[config.mk]
export PLATFORM = sky130hd
export DESIGN_NAME = dma_burst_gen
export DESIGN_NICKNAME = d
export VERILOG_FILES = /design/src/rtl/dma_burst_gen_pkg.sv /design/src/rtl/dma_burst_split.sv /design/src/rtl/dma_burst_gen.sv
export SDC_FILE = /design/constraint.sdc
export NUM_CORES = 1
export LEC_CHECK = 0
export ABC_AREA = 1
export BUFFER_PORTS_ARGS = -buffer_cell sky130_fd_sc_hd__clkbuf_2
export CAP_MARGIN = 20
export CORE_MARGIN = 10
export CORE_UTILIZATION = 57
export DETAILED_ROUTE_END_ITERATION = 6
export PLACE_DENSITY = 0.75
export RECOVER_POWER = 50
export SLEW_MARGIN = 20
export SYNTH_ARGS = -nofsm -noshare
export SYNTH_HDL_FRONTEND = slang
export SYNTH_SLANG_ARGS = --single-unit
[constraint.sdc]
create_clock -name clk -period 11.59 [get_ports clk]
set_input_delay 1.7385 -clock clk [delete_from_list [all_inputs] [get_ports clk]]
set_output_delay 1.7385 -clock clk [all_outputs]
set_load 0.005 [all_outputs]
[src/rtl/dma_burst_gen_pkg.sv]
// ============================================================================
// Module      : dma_pkg
// Description : Shared types and helpers for the DMA burst generator.
// Revision    : 1.0 - initial release
// ============================================================================
`default_nettype none

package dma_pkg;

    localparam int DMA_ADDR_MAX_W = 64;
    localparam int DMA_STRB_MAX_W = 128;

    typedef enum logic [1:0] {
        ST_IDLE  = 2'd0,
        ST_CALC  = 2'd1,
        ST_ISSUE = 2'd2,
        ST_DRAIN = 2'd3
    } dma_bg_st_t;

    typedef enum logic [1:0] {
        ERR_NONE      = 2'd0,
        ERR_ZERO_LEN  = 2'd1,
        ERR_ADDR_WRAP = 2'd2
    } dma_bg_err_e;

    // Sized for the widest legal configuration; instances use the low bits.
    typedef struct packed {
        logic [DMA_ADDR_MAX_W-1:0] addr;
        logic [7:0]                len;
        logic [2:0]                size;
        logic [DMA_STRB_MAX_W-1:0] first_strb;
        logic [DMA_STRB_MAX_W-1:0] last_strb;
        logic                      valid;
    } s_dma_burst_req_t;

    // Byte lanes [offset, offset+nbytes) within a beat of bpb bytes.
    function automatic logic [DMA_STRB_MAX_W-1:0] calc_strb(
        input int offset,
        input int nbytes,
        input int bpb
    );
        logic [DMA_STRB_MAX_W-1:0] m;
        m = '0;
        for (int i = 0; i < DMA_STRB_MAX_W; i++) begin
            m[i] = (i >= offset) && (i < offset + nbytes) && (i < bpb);
        end
        return m;
    endfunction

endpackage

`default_nettype wire

[src/rtl/dma_burst_split.sv]
// ============================================================================
// Module      : dma_burst_split
// Description : Combinational sizing of the next burst: beat count, AxLEN,
//               head/tail strobes and bytes consumed.
// Revision    : 1.0 - initial release
// ============================================================================
`default_nettype none

module dma_burst_split
    import dma_pkg::*;
#(
    parameter int ADDR_W    = 32,
    parameter int LEN_W     = 32,
    parameter int DATA_W    = 512,
    parameter int MAX_BEATS = 256,
    parameter int BOUND     = 4096
) (
    input  logic [ADDR_W-1:0]     addr,
    input  logic [LEN_W-1:0]      bytes,
    input  logic                  first,
    output logic [ADDR_W-1:0]     aligned_addr,
    output logic [8:0]            beats,
    output logic [7:0]            len,
    output logic [DATA_W/8-1:0]   first_strb,
    output logic [DATA_W/8-1:0]   last_strb,
    output logic                  is_last,
    output logic [LEN_W-1:0]      consumed
);

    localparam int BPB       = DATA_W / 8;
    localparam int LOG_BPB   = $clog2(BPB);
    localparam int LOG_BOUND = $clog2(BOUND);
    localparam int CW        = ((ADDR_W > LEN_W) ? ADDR_W : LEN_W) + 2;

    localparam logic [CW-1:0] C_BPB_M1      = CW'(BPB - 1);
    localparam logic [CW-1:0] C_MAX_BEATS   = CW'(MAX_BEATS);
    localparam logic [CW-1:0] C_BOUND_BEATS = CW'(BOUND / BPB);

    logic [CW-1:0]             w_off;
    logic [CW-1:0]             w_tot;
    logic [CW-1:0]             w_rem_beats;
    logic [CW-1:0]             w_bnd_off;
    logic [CW-1:0]             w_bnd_beats;
    logic [CW-1:0]             w_beats;
    logic [CW-1:0]             w_end_off;
    logic [DMA_STRB_MAX_W-1:0] w_head_full;
    logic [DMA_STRB_MAX_W-1:0] w_tail_full;
    logic [BPB-1:0]            w_head;
    logic [BPB-1:0]            w_tail;

    assign w_off       = CW'(addr[LOG_BPB-1:0]);
    assign w_tot       = CW'(bytes) + w_off;
    assign w_rem_beats = (w_tot + C_BPB_M1) >> LOG_BPB;
    assign w_bnd_off   = CW'(addr[LOG_BOUND-1:0]) >> LOG_BPB;
    assign w_bnd_beats = C_BOUND_BEATS - w_bnd_off;
    assign w_end_off   = (w_tot - CW'(1)) & C_BPB_M1;

    always_comb begin
        w_beats = w_rem_beats;
        if (C_MAX_BEATS < w_beats) w_beats = C_MAX_BEATS;
        if (w_bnd_beats < w_beats) w_beats = w_bnd_beats;
    end

    assign aligned_addr = {addr[ADDR_W-1:LOG_BPB], {LOG_BPB{1'b0}}};
    assign beats        = 9'(w_beats);
    assign len          = 8'(w_beats - CW'(1));
    assign is_last      = (w_rem_beats == w_beats);
    assign consumed     = LEN_W'((w_beats << LOG_BPB) - w_off);

    assign w_head_full = calc_strb(int'(w_off), BPB, BPB);
    assign w_tail_full = calc_strb(0, int'(w_end_off) + 1, BPB);
    assign w_head      = first   ? w_head_full[BPB-1:0] : '1;
    assign w_tail      = is_last ? w_tail_full[BPB-1:0] : '1;

    // A single-beat burst carries both the head and tail restriction.
    assign first_strb = (w_beats == CW'(1)) ? (w_head & w_tail) : w_head;
    assign last_strb  = (w_beats == CW'(1)) ? (w_head & w_tail) : w_tail;

endmodule

`default_nettype wire

[src/rtl/dma_burst_gen.sv]
// ============================================================================
// Module      : dma_burst_gen
// Description : Splits one DMA descriptor into AXI INCR burst requests with
//               head/tail strobes and an outstanding-burst limit.
// Revision    : 1.0 - initial release
// ============================================================================
`default_nettype none

module dma_burst_gen
    import dma_pkg::*;
#(
    parameter bit STREAM_TYPE = 1'b0,
    parameter int ADDR_W      = 32,
    parameter int DATA_W      = 512,
    parameter int MAX_BEATS   = 256,
    parameter int BOUND       = 4096,
    parameter int MAX_OUTST   = 4,
    parameter int LEN_W       = 32
) (
    input  logic                  clk,
    input  logic                  rstn,
    input  logic                  go_i,
    input  logic [ADDR_W-1:0]     src_addr_i,
    input  logic [ADDR_W-1:0]     dst_addr_i,
    input  logic [LEN_W-1:0]      num_bytes_i,
    output logic                  req_valid_o,
    input  logic                  req_ready_i,
    output logic [ADDR_W-1:0]     req_addr_o,
    output logic [7:0]            req_len_o,
    output logic [2:0]            req_size_o,
    output logic [DATA_W/8-1:0]   req_first_strb_o,
    output logic [DATA_W/8-1:0]   req_last_strb_o,
    input  logic                  txn_done_i,
    output logic                  busy_o,
    output logic                  done_o,
    output logic                  err_o,
    output logic [1:0]            err_code_o
);

    localparam int BPB     = DATA_W / 8;
    localparam int LOG_BPB = $clog2(BPB);
    localparam int CW      = ((ADDR_W > LEN_W) ? ADDR_W : LEN_W) + 2;
    localparam int OW      = $clog2(MAX_OUTST + 1);

    localparam logic [OW-1:0] C_MAX_OUTST = OW'(MAX_OUTST);

    dma_bg_st_t        r_state;
    dma_bg_err_e       r_err_code;
    s_dma_burst_req_t  r_req;
    logic [ADDR_W-1:0] r_cur_addr;
    logic [LEN_W-1:0]  r_rem_bytes;
    logic              r_first;
    logic              r_is_last;
    logic [LEN_W-1:0]  r_consumed;
    logic [8:0]        r_beats;
    logic [OW-1:0]     r_outst;
    logic              r_done;
    logic              r_err;

    logic [ADDR_W-1:0] w_base;
    logic [CW-1:0]     w_end;
    logic              w_wrap;
    logic              w_hs;
    logic              w_dec;
    logic [ADDR_W-1:0] w_aligned;
    logic [8:0]        w_beats;
    logic [7:0]        w_len;
    logic [BPB-1:0]    w_first_strb;
    logic [BPB-1:0]    w_last_strb;
    logic              w_is_last;
    logic [LEN_W-1:0]  w_consumed;
    logic [$bits(s_dma_burst_req_t)-1:0] w_req_unused;

    dma_burst_split #(
        .ADDR_W    (ADDR_W),
        .LEN_W     (LEN_W),
        .DATA_W    (DATA_W),
        .MAX_BEATS (MAX_BEATS),
        .BOUND     (BOUND)
    ) u_split (
        .addr         (r_cur_addr),
        .bytes        (r_rem_bytes),
        .first        (r_first),
        .aligned_addr (w_aligned),
        .beats        (w_beats),
        .len          (w_len),
        .first_strb   (w_first_strb),
        .last_strb    (w_last_strb),
        .is_last      (w_is_last),
        .consumed     (w_consumed)
    );

    assign w_base = STREAM_TYPE ? dst_addr_i : src_addr_i;
    assign w_end  = CW'(w_base) + CW'(num_bytes_i) - CW'(1);
    assign w_wrap = |(w_end >> ADDR_W);

    assign req_valid_o      = r_req.valid && (r_outst < C_MAX_OUTST);
    assign req_addr_o       = r_req.addr[ADDR_W-1:0];
    assign req_len_o        = r_req.len;
    assign req_size_o       = r_req.size;
    assign req_first_strb_o = r_req.first_strb[BPB-1:0];
    assign req_last_strb_o  = r_req.last_strb[BPB-1:0];
    assign busy_o           = (r_state != ST_IDLE);
    assign done_o           = r_done;
    assign err_o            = r_err;
    assign err_code_o       = r_err_code;
    assign w_req_unused     = r_req;

    assign w_hs  = req_valid_o && req_ready_i;
    assign w_dec = txn_done_i && (r_outst != '0);

    always_ff @(posedge clk or negedge rstn) begin
        if (!rstn) begin
            r_state     <= ST_IDLE;
            r_err_code  <= ERR_NONE;
            r_req       <= '0;
            r_cur_addr  <= '0;
            r_rem_bytes <= '0;
            r_first     <= 1'b0;
            r_is_last   <= 1'b0;
            r_consumed  <= '0;
            r_beats     <= '0;
            r_done      <= 1'b0;
            r_err       <= 1'b0;
        end else begin
            r_done <= 1'b0;
            r_err  <= 1'b0;
            case (r_state)
                ST_IDLE: begin
                    if (go_i) begin
                        if (num_bytes_i == '0) begin
                            r_err      <= 1'b1;
                            r_done     <= 1'b1;
                            r_err_code <= ERR_ZERO_LEN;
                        end else if (w_wrap) begin
                            r_err      <= 1'b1;
                            r_done     <= 1'b1;
                            r_err_code <= ERR_ADDR_WRAP;
                        end else begin
                            r_err_code  <= ERR_NONE;
                            r_cur_addr  <= w_base;
                            r_rem_bytes <= num_bytes_i;
                            r_first     <= 1'b1;
                            r_state     <= ST_CALC;
                        end
                    end
                end
                ST_CALC: begin
                    r_req.addr       <= DMA_ADDR_MAX_W'(w_aligned);
                    r_req.len        <= w_len;
                    r_req.size       <= 3'(LOG_BPB);
                    r_req.first_strb <= DMA_STRB_MAX_W'(w_first_strb);
                    r_req.last_strb  <= DMA_STRB_MAX_W'(w_last_strb);
                    r_req.valid      <= 1'b1;
                    r_is_last        <= w_is_last;
                    r_consumed       <= w_consumed;
                    r_beats          <= w_beats;
                    r_state          <= ST_ISSUE;
                end
                ST_ISSUE: begin
                    if (w_hs) begin
                        r_req.valid <= 1'b0;
                        // Only the final burst may advance to the top of the
                        // address space; that value is never used afterwards.
                        r_cur_addr  <= r_req.addr[ADDR_W-1:0]
                                       + ADDR_W'({r_beats, {LOG_BPB{1'b0}}});
                        r_rem_bytes <= r_rem_bytes - r_consumed;
                        r_first     <= 1'b0;
                        r_state     <= r_is_last ? ST_DRAIN : ST_CALC;
                    end
                end
                ST_DRAIN: begin
                    if (r_outst == '0) begin
                        r_done  <= 1'b1;
                        r_state <= ST_IDLE;
                    end
                end
                default: r_state <= ST_IDLE;
            endcase
        end
    end

    always_ff @(posedge clk or negedge rstn) begin
        if (!rstn) begin
            r_outst <= '0;
        end else begin
            case ({w_hs, w_dec})
                2'b10:   r_outst <= r_outst + OW'(1);
                2'b01:   r_outst <= r_outst - OW'(1);
                default: r_outst <= r_outst;
            endcase
        end
    end

endmodule

`default_nettype wire

==> results of run 1 <==
## final cells by class
cell class | instances | area share, %
inverter | 428 | 6.97
clock inverter | 9 | 0.689
timing repair buffer | 255 | 5.12
clock buffer | 41 | 3.78
antenna | 1 | 0.0108
tap | 511 | 2.77
sequential | 280 | 30.4
multi-input combinational | 2285 | 50.3
## sequential cells by signal, summed over array words and instances, names as in the netlist, 2 cells and up
register	flops
req_first_strb_o	64
req_last_strb_o	64
r_consumed	32
r_cur_addr	32
r_rem_bytes	32
req_addr_o	26
r_beats	9
req_len_o	8
r_outst	3
err_code_o	2
r_state	2
## critical path: cells and delay by family
family	cells	cell delay (ps)
buf+inv	3	7230
## through the flow
| step | utilization (%) | hold WS [ps] | instances |
|---|---|---|---|
| after CTS | 61.4 | 479 | 3808 |
| after global placement | 58.6 | 458 | 3758 |
| after global routing | 61.0 | 493 | 3809 |
| after floorplan | - | 443 | 3275 |
| final | 61.0 | 476 | 3810 |
| after detailed placement | 58.6 | 465 | 3758 |
## final timing paths
check	startpoint	endpoint	slack (ps)
worst min register to register	req_first_strb_o[43]	req_first_strb_o[43]	480
worst max-delay path	rstn	req_last_strb_o[62]	3000
min in group asynchronous	rstn	r_beats[5]	3210
max in group clk	r_state[1]	r_consumed[12]	3610
worst min-delay path	req_first_strb_o[43]	req_first_strb_o[43]	480
worst max register to register	r_state[1]	r_consumed[12]	3610
## power by group through the flow
stage                     sequential (mW)  clock [mW]  combinational, mW
after global routing                 1.87        1.08               5.49
after global placement               1.81           0               4.74
after detailed placement             1.82           0               4.85
after floorplan                      1.68           0               3.63
final                                1.82        1.03               4.96
after CTS                            1.81        1.04               4.89
## kinds of logic after synthesis
kind of cell | Yosys count | share of synthesized area [%]
buffers and inverters | 710 | 15.6
XOR/XNOR | 40 | 1.59
AO/OA/AOI/OAI | 463 | 11.4
AND/OR/NAND/NOR | 1643 | 32.0
flip-flops | 280 | 31.9
other | 1 | 0.0170
adder cells (fa/ha/maj) | 132 | 7.65
## routing by layer
| metal | wire [um] | GRT usage, % | share of wire [%] |
|---|---|---|---|
| met1 | 30700 | 39.3 | 41 |
| met2 | 35500 | 52.1 | 47 |
| met3 | 5620 | 5.10 | 7.5 |
| met4 | 3520 | 13.2 | 4.7 |
| met5 | 20 | 0 | 0.027 |
## synthesized netlist by cell type, drive strengths merged (2+ instances only)
library cell  number
a211oi             2
a21oi            146
a22oi              4
a2bb2oi            3
a31oi              7
buf              219
clkbuf            63
clkinv             4
dfrtp            280
fa                 4
ha               128
inv              424
nand2            938
nand3            261
nand3b             4
nand4             72
nor2             327
nor3              27
nor4               7
o211ai            21
o21a               2
o21ai            239
o21bai             5
o221ai             3
o22ai             19
o311ai             2
o31ai              8
or2                4
xnor2             16
xor2              24
## cells in the final DEF (no fill, tap or decap), types with 6 or more instances in the layout
cell type | netlist | final
ha_1 | 128 | 127
clkbuf_1 | 63 | 122
o21ai_0 | 205 | 205
nor2_4 | 10 | 12
nand4_1 | 72 | 72
clkbuf_8 | 0 | 6
nor2_2 | 20 | 20
o31ai_1 | 8 | 8
nand3_2 | 15 | 15
dfrtp_1 | 280 | 280
nor3_1 | 26 | 26
inv_2 | 18 | 19
inv_1 | 406 | 405
nand2_1 | 919 | 919
o21ai_1 | 34 | 34
nor2_1 | 297 | 295
a21oi_1 | 144 | 144
o211ai_1 | 21 | 21
o22ai_1 | 19 | 19
buf_4 | 179 | 12
nand3_1 | 246 | 246
nor4_1 | 7 | 7
clkbuf_2 | 0 | 124
xnor2_1 | 16 | 16
conb_1 | 1 | 7
a31oi_1 | 7 | 7
xor2_1 | 24 | 24
nand2_2 | 17 | 17
clkbuf_16 | 0 | 31
==> parameters.txt, run 1 <==
Parameter                              Value

Synthesis
  Register area share after synthesis    31.9%
  Count of cell types in the netlist    49
  Seq cells post-synth    280
  Syn. warnings    0
  Mapped Area    22000 um2
  Share of flip-flops with an asynchronous set or reset    100%
  Post-Synthesis Cells    3269
  Post-synthesis average cell area    6.73 um2
  Area fraction of the dominant cell type after synthesis    31.9%
  Library cell occupying the most area in the post-synthesis netlist    dfrtp_1
  Leading cell types by total area after synthesis    dfrtp_1 (32%), nand2_1 (16%), ha_1 (7.3%), inv_1 (6.9%), buf_4 (6.1%)
  Most instantiated flip-flop cell in the synthesis netlist    dfrtp_1
  Number of synthesized flops with an enable pin    0

STA
  Final period demand of the worst path    8590 ps
  Upper clock frequency limit    116 MHz
  Setup repair after global routing missed its margin    false
  Max-slew violation count    497
  Hold Vio Cnt, Final    0
  Tightest Pin Transition    5620 ps
  Period utilisation layout    74.1%
  Total of endpoints with negative setup slack in the final report    0
  Fin Setup TNS    0 ps
  Worst Setup Slack, final    approximately 3000 ps
  Worst slew margin relative to its limit    -275%
  Worst Skew    about 10 ps

Routing
  Vias/cell    ~5.7
  Length of the first detailed-routing pass in iterations    6
  Via count    roughly 22000
  Iter 0 DRT Violations    2235
  Total detailed-routing wirelength    roughly 75 mm
  Avg WL per Cell    roughly 20 um
  Antenna violation net count after detailed routing    0
  Number of design rule violations left after detail routing    0

Power and ir drop
  Share of total power consumed by net switching    55.4%
  Sequential group share of total power    about a quarter
  Power Dens Cells    339 nW/um2
  IR drop worst, VDD    268 uV
  Clock network power share    13.2%
  Net Sw Power    about 4.3 mW
  Leakage Power    11.5 nW
  Final Total Pwr    between 7 and 8 mW
  Part of the power in combinational logic    63.5%
  Internal Power    3.48 mW

Setup path
  Delay contributed by the slowest stage of the critical path    3860 ps
  Library cell appearing most often on the critical path    clkbuf_1
  Data required time at the worst endpoint    12210 ps
  CP Cell Sequence    clkbuf_1 -> clkbuf_1 -> buf_4
  Type of element capturing the critical path    async pin
  Slowest library cell on the worst path    clkbuf_1
  Signal arrival time at the worst endpoint    9210 ps
  Peak fanout along the critical path    98
  Critical path class    input port to async pin
  Worst Setup Start Kind    input port
  Cells on worst reg2reg path    6

Clocking
  Buffers inserted during post-CTS setup optimization    0
  Inserted Clock Buffers    31
  Clock transition time at the flip-flop clock pins of the worst setup and hold paths    60 ps
  Count of H-tree levels built during CTS    1
  Clk Latency, worst-skew pair    roughly 590 ps
  Root buffer cell    clkbuf_16
  Post_cts resized    0
  CTS sink count    280
  Total of hold buffers inserted after clock tree synthesis    0
  Buffer depth of the longest clock path    3
  Clock tree from TritonCTS    built

Floorplanning
  Starting density of the core    58.1%
  DIE WIDTH    between 200 and 250 um
  DIE HEIGHT    216 um
  Area inside the core boundary    about 38000 um2
  Top Ports    278
  # rows    71
  Area of the die    roughly 47000 um2

Final layout
  Layout Nets    3514
  Fin area    23100 um2
  Area Growth Syn to Fin    4.90%
  Reg area    7010 um2
  Area of the multi-input gates    about 12000 um2
  Share of cells above drive strength 1    about 8.4%
  Filler Cell Count    3624

Placement
  HPWL after detailed placement    58.3 mm
  Routability cong.    1.03
  Placed cell area    roughly 22000 um2
  Quantity of I/O buffers inserted on ports    about 240
  Worst-case setup slack after placement    3710 ps

Global route
  Largest net degree at the start of global routing    110
  All-Layer GR Usage    between 30 and 40%
  Vias in the first global route    20800
  First-pass GRT wire length    between 100 and 150 mm
  Remaining global-route overflow    0
  Number of antenna violations at the first check in global routing    2

Status
  Violated checks    max-capacitance violations, max-slew violations
  Status    finished, violations left

Min path
  Number of stages on the worst hold path    2
  Worst hold path type    register to register

Job
  Count of max-cap constraint violations    7
Power figures use the tool's default switching activity.
==> run 2, diff against run 1 <==
==> constraint.sdc (replaced) <==
create_clock -name clk -period 8.9 [get_ports clk]
set_input_delay 1.335 -clock clk [delete_from_list [all_inputs] [get_ports clk]]
set_output_delay 1.335 -clock clk [all_outputs]
set_load 0.005 [all_outputs]
==> parameters.txt, run 2 (synthesis results as in run 1) <==
Parameter                              Value

STA
  Period utilisation layout    85.3%
  Setup repair after global routing missed its margin    false
  Upper clock frequency limit    around 130 MHz
  Worst Skew    18.4 ps
  Final period demand of the worst path    7590 ps
  Hold Vio Cnt, Final    0
  Total of endpoints with negative setup slack in the final report    0
  Max-slew violation count    approximately 440
  Worst slew margin relative to its limit    -242%
  Tightest Pin Transition    5140 ps
  Fin Setup TNS    0 ps

Floorplanning
  Starting density of the core    around 58%
  Top Ports    278
  DIE WIDTH    between 200 and 250 um
  # rows    71
  Area inside the core boundary    roughly 38000 um2
  DIE HEIGHT    about 220 um
  Area of the die    46800 um2

Final layout
  Fin area    ~23000 um2
  Most frequent cells in the layout    nand2_1 (919), inv_1 (405), nor2_1 (295), dfrtp_1 (280), nand3_1 (246)
  Filler Cell Count    3635
  Leading cell type in the layout, fill and taps excluded    nand2_1
  Area Growth Syn to Fin    5.19%
  Layout Nets    around 3500
  Share of cells above drive strength 1    7.14%

Placement
  Routability cong.    roughly 1
  Quantity of I/O buffers inserted on ports    238
  HPWL after detailed placement    58.6 mm
  Placed cell area    22200 um2

Status
  Status    finished, violations left
  Violated checks    max-capacitance violations, max-slew violations

Clocking
  Buffer depth of the longest clock path    3
  Buffers inserted during post-CTS setup optimization    0
  Post_cts resized    0
  Total of hold buffers inserted after clock tree synthesis    0
  Clock transition time at the flip-flop clock pins of the worst setup and hold paths    60 ps
  Clk Latency, worst-skew pair    560 ps
  Inserted Clock Buffers    34
  CTS sink count    280
  Root buffer cell    clkbuf_16
  Count of H-tree levels built during CTS    2
  Clock tree from TritonCTS    built

Routing
  Vias/cell    approximately 5.7
  Iter 0 DRT Violations    2226
  Avg WL per Cell    19.9 um
  Number of design rule violations left after detail routing    0
  Via count    21800
  Total detailed-routing wirelength    76.0 mm
  Length of the first detailed-routing pass in iterations    7
  Antenna violation net count after detailed routing    0

Setup path
  Slowest library cell on the worst path    nor2_4
  Type of element capturing the critical path    register
  Delay contributed by the slowest stage of the critical path    780 ps
  Peak fanout along the critical path    44
  Signal arrival time at the worst endpoint    8000 ps
  Library cell appearing most often on the critical path    nand2_1
  Critical path class    register to register
  Data required time at the worst endpoint    just over 9000 ps
  Worst Setup Start Kind    register

Power and ir drop
  Leakage Power    11.4 nW
  Power Dens Cells    approximately 450 nW/um2
  IR drop worst, VDD    367 uV

Job
  Count of max-cap constraint violations    5

Global route
  All-Layer GR Usage    31.4%
  First-pass GRT wire length    117 mm
  Number of antenna violations at the first check in global routing    3
  Remaining global-route overflow    0
  Vias in the first global route    20900
  Largest net degree at the start of global routing    between 100 and 150

Min path
  Worst hold path type    register to register
-- run 2: cell types whose count changed in the layout (fill, tap and decap cells not counted), sizes merged --
cell,change
inv,-1
clkinv,+4
buf,-1
bufinv,-2
clkinvlp,+1
diode,+1
clkbuf,+8
-- run 2: critical path, delay by kind of cell, from the launching register on --
kind | cells | cell delay (ps)
flops | 1 | 420
buf+inv | 4 | 380
fa+ha+maj | 3 | 1110
compound gates | 3 | 690
simple gates | 26 | 4840
-- run 2: worst paths after layout --
check,start,slack (ps),end,cells past startpoint
worst max-delay path,r_cur_addr[0],1310,req_first_strb_o[18],36
worst min-delay path,req_last_strb_o[28],480,req_last_strb_o[28],2
worst max register to register,r_cur_addr[0],1310,req_first_strb_o[18],36
worst min register to register,req_last_strb_o[28],480,req_last_strb_o[28],2
max in group asynchronous,rstn,2390,req_first_strb_o[52],2
min in group asynchronous,rstn,2660,req_first_strb_o[59],1
-- run 2: area by class of cell --
class                           count  area [um2]  area share (%)
Sequential cell                   280        7010            30.3
Multi-Input combinational cell   2285       11600            50.1
Inverter                          428        1610            6.95
Tap cell                          511         639            2.76
Clock inverter                     11         114           0.492
Antenna cell                        2        5.00          0.0216
Timing Repair Buffer              253        1130            4.87
Clock buffer                       50        1030            4.47
-- run 2: per-layer routing --
| metal | wire, um | track usage [%] | vias to the layer above |
|---|---|---|---|
| li1 | - | - | 10400 |
| met1 | 30500 | 38.8 | 10200 |
| met2 | 35300 | 51.3 | 974 |
| met3 | 6220 | 6.43 | 217 |
| met4 | 3930 | 15.8 | 4 |
| met5 | 27 | 0 | - |
-- run 2: report_power, final --
| part | internal, mW | total, mW | switching (mW) | leakage, nW |
|---|---|---|---|---|
| clock network | 0.867 | 1.46 | 0.594 | 0.564 |
| registers | 1.88 | 2.37 | 0.488 | 3.35 |
| logic | 1.85 | 6.48 | 4.63 | 7.49 |
| total | 4.60 | 10.3 | 5.71 | 11.4 |
-- run 2: through the flow --
stage               hold slack, ps  util [%]  setup slack (ps)  std cells  power, mW
floorplan                      443         -              3580       3275       6.92
detailed placement             464      58.7              1560       3757       8.69
finish                         476      61.1              1310       3820       10.3
global placement               460      58.7              1720       3757       8.52
CTS                            480      61.8              1520       3818       10.2
global route                   493      61.1               886       3818       11.1
